--- src/rtl/instr_sequencer.sv ---
`default_nettype none
// ============================================================================
//  Module   : instr_sequencer
//  Purpose  : Latches an instruction on run and walks the 4-bit step codes
//             consumed by the control decoder, then signals completion.
//             Optional macro SEQ_SINGLE_STEP_EN adds a 'step' gating input.
//  Revision : 1.0  initial release
// ============================================================================
module instr_sequencer #(
    parameter int DATA_W = 16,
    parameter int CNT_W  = 8
) (
    input  logic              clock,
    input  logic              resetn,
    input  logic              run,
`ifdef SEQ_SINGLE_STEP_EN
    input  logic              step,
`endif
    input  logic [DATA_W-1:0] din,
    output logic [3:0]        state,
    output logic [DATA_W-1:0] ir,
    output logic              busy,
    output logic              done,
    output logic              illegal,
    output logic [CNT_W-1:0]  instr_count
);

    typedef enum logic [3:0] {
        S_IDLE   = 4'd0,
        S_FETCH  = 4'd1,
        S_LOAD   = 4'd2,
        S_MOVE   = 4'd3,
        S_LDPC   = 4'd4,
        S_BRANCH = 4'd5,
        S_SUB0   = 4'd6,
        S_SUB1   = 4'd7,
        S_SUB2   = 4'd8,
        S_ADD0   = 4'd9,
        S_ADD1   = 4'd10,
        S_ADD2   = 4'd11,
        S_XOR0   = 4'd12,
        S_XOR1   = 4'd13,
        S_XOR2   = 4'd14
    } state_t;

    state_t              r_state;
    state_t              w_next_state;
    logic [DATA_W-1:0]   r_ir;
    logic                r_busy;
    logic                r_done;
    logic                r_illegal;
    logic [CNT_W-1:0]    r_count;
    logic                w_advance;
    logic                w_illegal_op;
    logic                w_accept;
    logic                w_finish;
    logic                w_retire;
    logic [3:0]          w_opcode;

`ifdef SEQ_SINGLE_STEP_EN
    assign w_advance = step;
`else
    assign w_advance = 1'b1;
`endif

    assign w_opcode = r_ir[DATA_W-1 -: 4];

    always_comb begin
        w_next_state = r_state;
        w_illegal_op = 1'b0;
        case (r_state)
            S_IDLE: begin
                if (run) w_next_state = S_FETCH;
            end
            S_FETCH: begin
                if (w_advance) begin
                    case (w_opcode)
                        4'd0:    w_next_state = S_LOAD;
                        4'd1:    w_next_state = S_MOVE;
                        4'd2:    w_next_state = S_LDPC;
                        4'd3:    w_next_state = S_BRANCH;
                        4'd4:    w_next_state = S_SUB0;
                        4'd5:    w_next_state = S_ADD0;
                        4'd6:    w_next_state = S_XOR0;
                        default: begin
                            w_next_state = S_IDLE;
                            w_illegal_op = 1'b1;
                        end
                    endcase
                end
            end
            S_SUB0: if (w_advance) w_next_state = S_SUB1;
            S_SUB1: if (w_advance) w_next_state = S_SUB2;
            S_ADD0: if (w_advance) w_next_state = S_ADD1;
            S_ADD1: if (w_advance) w_next_state = S_ADD2;
            S_XOR0: if (w_advance) w_next_state = S_XOR1;
            S_XOR1: if (w_advance) w_next_state = S_XOR2;
            S_LOAD, S_MOVE, S_LDPC, S_BRANCH, S_SUB2, S_ADD2, S_XOR2: begin
                if (w_advance) w_next_state = S_IDLE;
            end
            default: w_next_state = S_IDLE;
        endcase
    end

    assign w_accept = (r_state == S_IDLE) && run;
    // Any non-IDLE state falling back to IDLE ends an instruction, legal or not.
    assign w_finish = (r_state != S_IDLE) && (w_next_state == S_IDLE);
    assign w_retire = w_finish && !w_illegal_op;

    always_ff @(posedge clock or negedge resetn) begin
        if (!resetn) begin
            r_state   <= S_IDLE;
            r_ir      <= '0;
            r_busy    <= 1'b0;
            r_done    <= 1'b0;
            r_illegal <= 1'b0;
            r_count   <= '0;
        end else begin
            r_state <= w_next_state;
            r_busy  <= (w_next_state != S_IDLE);
            r_done  <= w_finish;
            if (w_accept) begin
                r_ir      <= din;
                r_illegal <= 1'b0;
            end else if (w_illegal_op) begin
                r_illegal <= 1'b1;
            end
            if (w_retire) r_count <= r_count + 1'b1;
        end
    end

    assign state       = r_state;
    assign ir          = r_ir;
    assign busy        = r_busy;
    assign done        = r_done;
    assign illegal     = r_illegal;
    assign instr_count = r_count;

endmodule
`default_nettype wire

--- config.mk ---
export PLATFORM = sky130hd
export DESIGN_NAME = instr_sequencer
export DESIGN_NICKNAME = d
export VERILOG_FILES = /design/src/rtl/instr_sequencer.sv
export SDC_FILE = /design/constraint.sdc
export NUM_CORES = 1
export LEC_CHECK = 0
export CORE_ASPECT_RATIO = 1.75
export CORE_MARGIN = 2
export CORE_UTILIZATION = 23
export CTS_CLUSTER_DIAMETER = 50
export DETAILED_ROUTE_END_ITERATION = 10
export GPL_ROUTABILITY_DRIVEN = 0
export GPL_TIMING_DRIVEN = 0
export HOLD_SLACK_MARGIN = 0.03
export PLACE_DENSITY = 0.56
export SKIP_LAST_GASP = 1
export SLEW_MARGIN = 10
export SYNTH_ARGS = -nofsm -noshare
export SYNTH_HDL_FRONTEND = slang
export SYNTH_SLANG_ARGS = --single-unit
--- constraint.sdc ---
create_clock -name clock -period 1.99 [get_ports clock]
set_clock_uncertainty 0.1 [all_clocks]
set_input_delay 0.398 -clock clock [delete_from_list [all_inputs] [get_ports clock]]
set_output_delay 0.398 -clock clock [all_outputs]
set_load 0.02 [all_outputs]
==> implementation parameters <==
Parameter                              Value

Route
  Number of optimization iterations in the first detailed-route pass ... 4
  DRC errors left ... 0
  Total length of routed wires ... 3.092 mm
  Via Count ... 1134
  Routed length per instance ... 11.89 µm
  Antenna Violating Nets Remaining ... 0
  DR vias/cell ... 4.362
  Starting DRT DRC Count ... 9

Timing
  Highest Clock Rate ... 531.2 MHz
  Least-Margin Pin Slew ... 0.7039 ns
  Relative slew slack ... 0.5307
  Final-report hold violation count ... 0
  Final period util ... 0.9460
  Final Worst Setup Slack ... 0.1076 ns
  Unrepaired setup endpoints after global routing ... no
  Fin. max-slew vios ... 0
  Number of failing setup endpoints in the final timing report ... 0
  Final Critical Period ... 1.882 ns

Critical path
  Slowest stage delay, CP ... 0.64 ns
  Highest-delay cell along the critical path ... sky130_fd_sc_hd__clkdlybuf4s50_1
  WS Path Type ... flip-flop to primary output
  Combined buffer and inverter count along the critical path ... 1
  Crit-path leading delay family ... buffers and inverters
  Cells along the critical path ... clkdlybuf4s50_1
  Data arrival time of the worst path ... 1.38 ns
  Critical Path Source Type ... flip-flop
  Data required time of the critical path ... 1.49 ns
  Critical path fanouts, max ... 8
  Critical Path Sink Type ... primary output

Logic synthesis
  Count of yosys warnings during synthesis ... 0
  Syn nets ... 141
  Fraction of post-synthesis cell area in the top cell type by area ... 0.5259
  Average instance area after synthesis ... 12.19 µm²
  Cell variety after synth ... 40
  Synthesis-stage register bit count ... 31
  Area contributors post-synth ... sky130_fd_sc_hd__dfrtp_1 53%, sky130_fd_sc_hd__mux2_1 7.6%, sky130_fd_sc_hd__mux2_2 4.6%
  Share of flip-flops with an asynchronous set or reset ... 1.000
  Library cell occupying the most area in the post-synthesis netlist ... sky130_fd_sc_hd__dfrtp_1
  Post-synthesis instance total ... 121
  Portion of the post-synthesis area used by sequential elements ... 0.5259
  Top FF cell, synth ... sky130_fd_sc_hd__dfrtp_1
  Post-Synthesis Cell Area ... 0.001475 mm²
  Number of enable flip-flop cells after synthesis ... 0

Die
  Floorplan core area ... 0.006181 mm²
  Effective utilization at floorplan ... 0.2387
  Die extent in x ... 64.54 µm
  Die span in y ... 109.9 µm
  I/O pin count ... 50
  Die Area ... 0.007096 mm²
  Cell Rows ... 38

Final layout
  Post-layout net count ... 199
  Diodes inserted ... 0
  Non-Filler Instances ... 260
  Post-layout instance area ... 0.002178 mm²
  Filler Cell Count ... 660
  Ratio of cells with drive above 1 in the final layout ... 0.1667
  Area added between synthesis and finish ... 47.67%

CTS
  TritonCTS clock tree ... built
  TritonCTS Sinks ... 31
  Clock transition at the registers of the reported paths ... 0.07 ns
  Maximum number of buffers from clock root to sink ... 2
  Worst-skew pair later-pin latency ... 0.28 ns
  H-tree Lvls ... 2
  Number of buffers added by the clock tree synthesis step ... 5
  Clock root buffer master ... sky130_fd_sc_hd__clkbuf_8

Placed design
  IO Port Bufs ... 49
  Area post-placement ... 0.002061 mm²
  Placed insts ... 250
  Half-perimeter wire length after placement ... 2.298 mm
  Worst-case setup slack after placement ... -0.05112 ns

Pwr
  VDD IR max ... 0.0006852 V
  Pwr dens ... 1731 mW/mm²
  Clock power share ... 0.146
  Part of the total power dissipated in sequential elements ... 0.310
  Leak Pwr ... 0.8978 nW
  Internal power contribution ... 2.326 mW
  Switching share of total power ... 0.3831
  Overall power of the completed layout ... 3.771 mW
  Reported net switching power ... 1.445 mW
  Relative contribution of combinational cells to total power ... 0.544

Outcome
  Result of the run ... completed

Global routing
  Sum of overflow across all layers after global routing ... 0
  Overall routing resource usage ... 0.09646
  Initial antenna violation count ... 0
  Maximum number of pins on one net before global-route repair ... 32
  Vias in the first global route ... 1066
  First-pass GRT wire length ... 5.099 mm

Flow run
  Max-Cap Viols ... 0

Min path
  Hold WC Path Type ... primary input to async pin
final timing paths:
path | slack, ns | to | start | depth (start not counted)
max | 0.11 | ir[14] | ir[14] | 1
min | 0.06 | ir[12] | resetn | 1
max reg2reg | 0.19 | ir[0] | state[3] | 6
min reg2reg | 0.37 | instr_count[7] | instr_count[7] | 1
max in group asynchronous | 1.27 | ir[10] | resetn | 1
min in group clock | 0.37 | instr_count[7] | instr_count[7] | 1
Yosys cell counts (2+ instances only):
cell type	count
sky130_fd_sc_hd__a211oi_1	4
sky130_fd_sc_hd__a21oi_1	4
sky130_fd_sc_hd__buf_4	2
sky130_fd_sc_hd__buf_6	3
sky130_fd_sc_hd__dfrtp_1	31
sky130_fd_sc_hd__mux2_1	10
sky130_fd_sc_hd__mux2_2	6
sky130_fd_sc_hd__nand2_1	7
sky130_fd_sc_hd__nand3_1	6
sky130_fd_sc_hd__nand4_1	3
sky130_fd_sc_hd__nor2_1	5
sky130_fd_sc_hd__nor2b_1	5
sky130_fd_sc_hd__o21ai_1	2
sky130_fd_sc_hd__xnor2_1	6
sky130_fd_sc_hd__xor2_1	2
area by class of cell:
| type | instances | area (µm²) | share of cell area |
|---|---|---|---|
| Buffer | 6 | 53.80 | 0.02470 |
| Clock buffer | 8 | 100.1 | 0.04595 |
| Inverter | 2 | 7.507 | 0.003446 |
| Multi-Input combinational cell | 82 | 638.1 | 0.2929 |
| Sequential cell | 31 | 775.7 | 0.3561 |
| Tap cell | 80 | 100.1 | 0.04595 |
| Timing Repair Buffer | 51 | 503.0 | 0.2309 |
metal layers:
layer / up-vias / track usage / routed length [µm]
li1: 545 / - / -
met1: 548 / 0.1027 / 1153
met2: 35 / 0.1644 / 1646
met3: 6 / 0.03685 / 224
met4: 0 / 0.05015 / 68
met5: - / 0 / 0
cell families (layout without fill, tap and decap cells):
group,count (synthesis),in the layout,synth area share
AOI/OAI and AO/OA,15,15,0.07125
adders and majority gates,1,1,0.008480
DFF,31,31,0.5259
xor gates and xnor gates,9,9,0.05853
buffers and inverters,8,67,0.04155
muxes,17,17,0.1323
and+or+nand+nor,40,40,0.1620
power groups by stage:
stage / clock, mW / sequential, mW / combinational, mW
final: 0.550 / 1.17 / 2.05
after global routing: 0.591 / 1.22 / 2.23
after CTS: 0.569 / 1.18 / 2.06
after detailed placement: 0 / 1.19 / 2.05
after global placement: 0 / 1.18 / 2.05
after floorplan: 0 / 1.49 / 0.947
what timing repair did:
item,in CTS,in global routing
gates resized for setup,0,1
endpoints found under the setup margin,0,11
hold buffers,0,0
buffers inserted,0,2
registers in the layout (all words and copies together), names as in the netlist:
| register | cells |
|---|---|
| busy | 1 |
| done | 1 |
| illegal | 1 |
| instr_count | 8 |
| ir | 16 |
| state | 4 |
stage by stage:
| step | TNS, ns | hold WS (ns) | utilization |
|---|---|---|---|
| 2_1_floorplan | 0 | 0.002409 | - |
| 3_3_place_gp | -9.142 | 0.3627 | 0.3342 |
| 3_5_place_dp | -0.3381 | 0.3691 | 0.3334 |
| 4_1_cts | 0 | 0.09483 | 0.3496 |
| 5_1_grt | 0 | 0.1313 | 0.3524 |
| 6_report | 0 | 0.06467 | 0.3524 |
placed cells by master (no fill, tap or decap), types with 3 or more instances in the layout:
cell type                         instances
sky130_fd_sc_hd__clkdlybuf4s50_1         47
sky130_fd_sc_hd__dfrtp_1                 31
sky130_fd_sc_hd__mux2_1                  10
sky130_fd_sc_hd__nand2_1                  7
sky130_fd_sc_hd__clkbuf_8                 7
sky130_fd_sc_hd__nand3_1                  6
sky130_fd_sc_hd__xnor2_1                  6
sky130_fd_sc_hd__mux2_2                   6
sky130_fd_sc_hd__nor2_1                   5
sky130_fd_sc_hd__nor2b_1                  5
sky130_fd_sc_hd__buf_4                    4
sky130_fd_sc_hd__a211oi_1                 4
sky130_fd_sc_hd__a21oi_1                  4
sky130_fd_sc_hd__buf_6                    3
sky130_fd_sc_hd__nand4_1                  3
(Power assumes the default switching activity.)
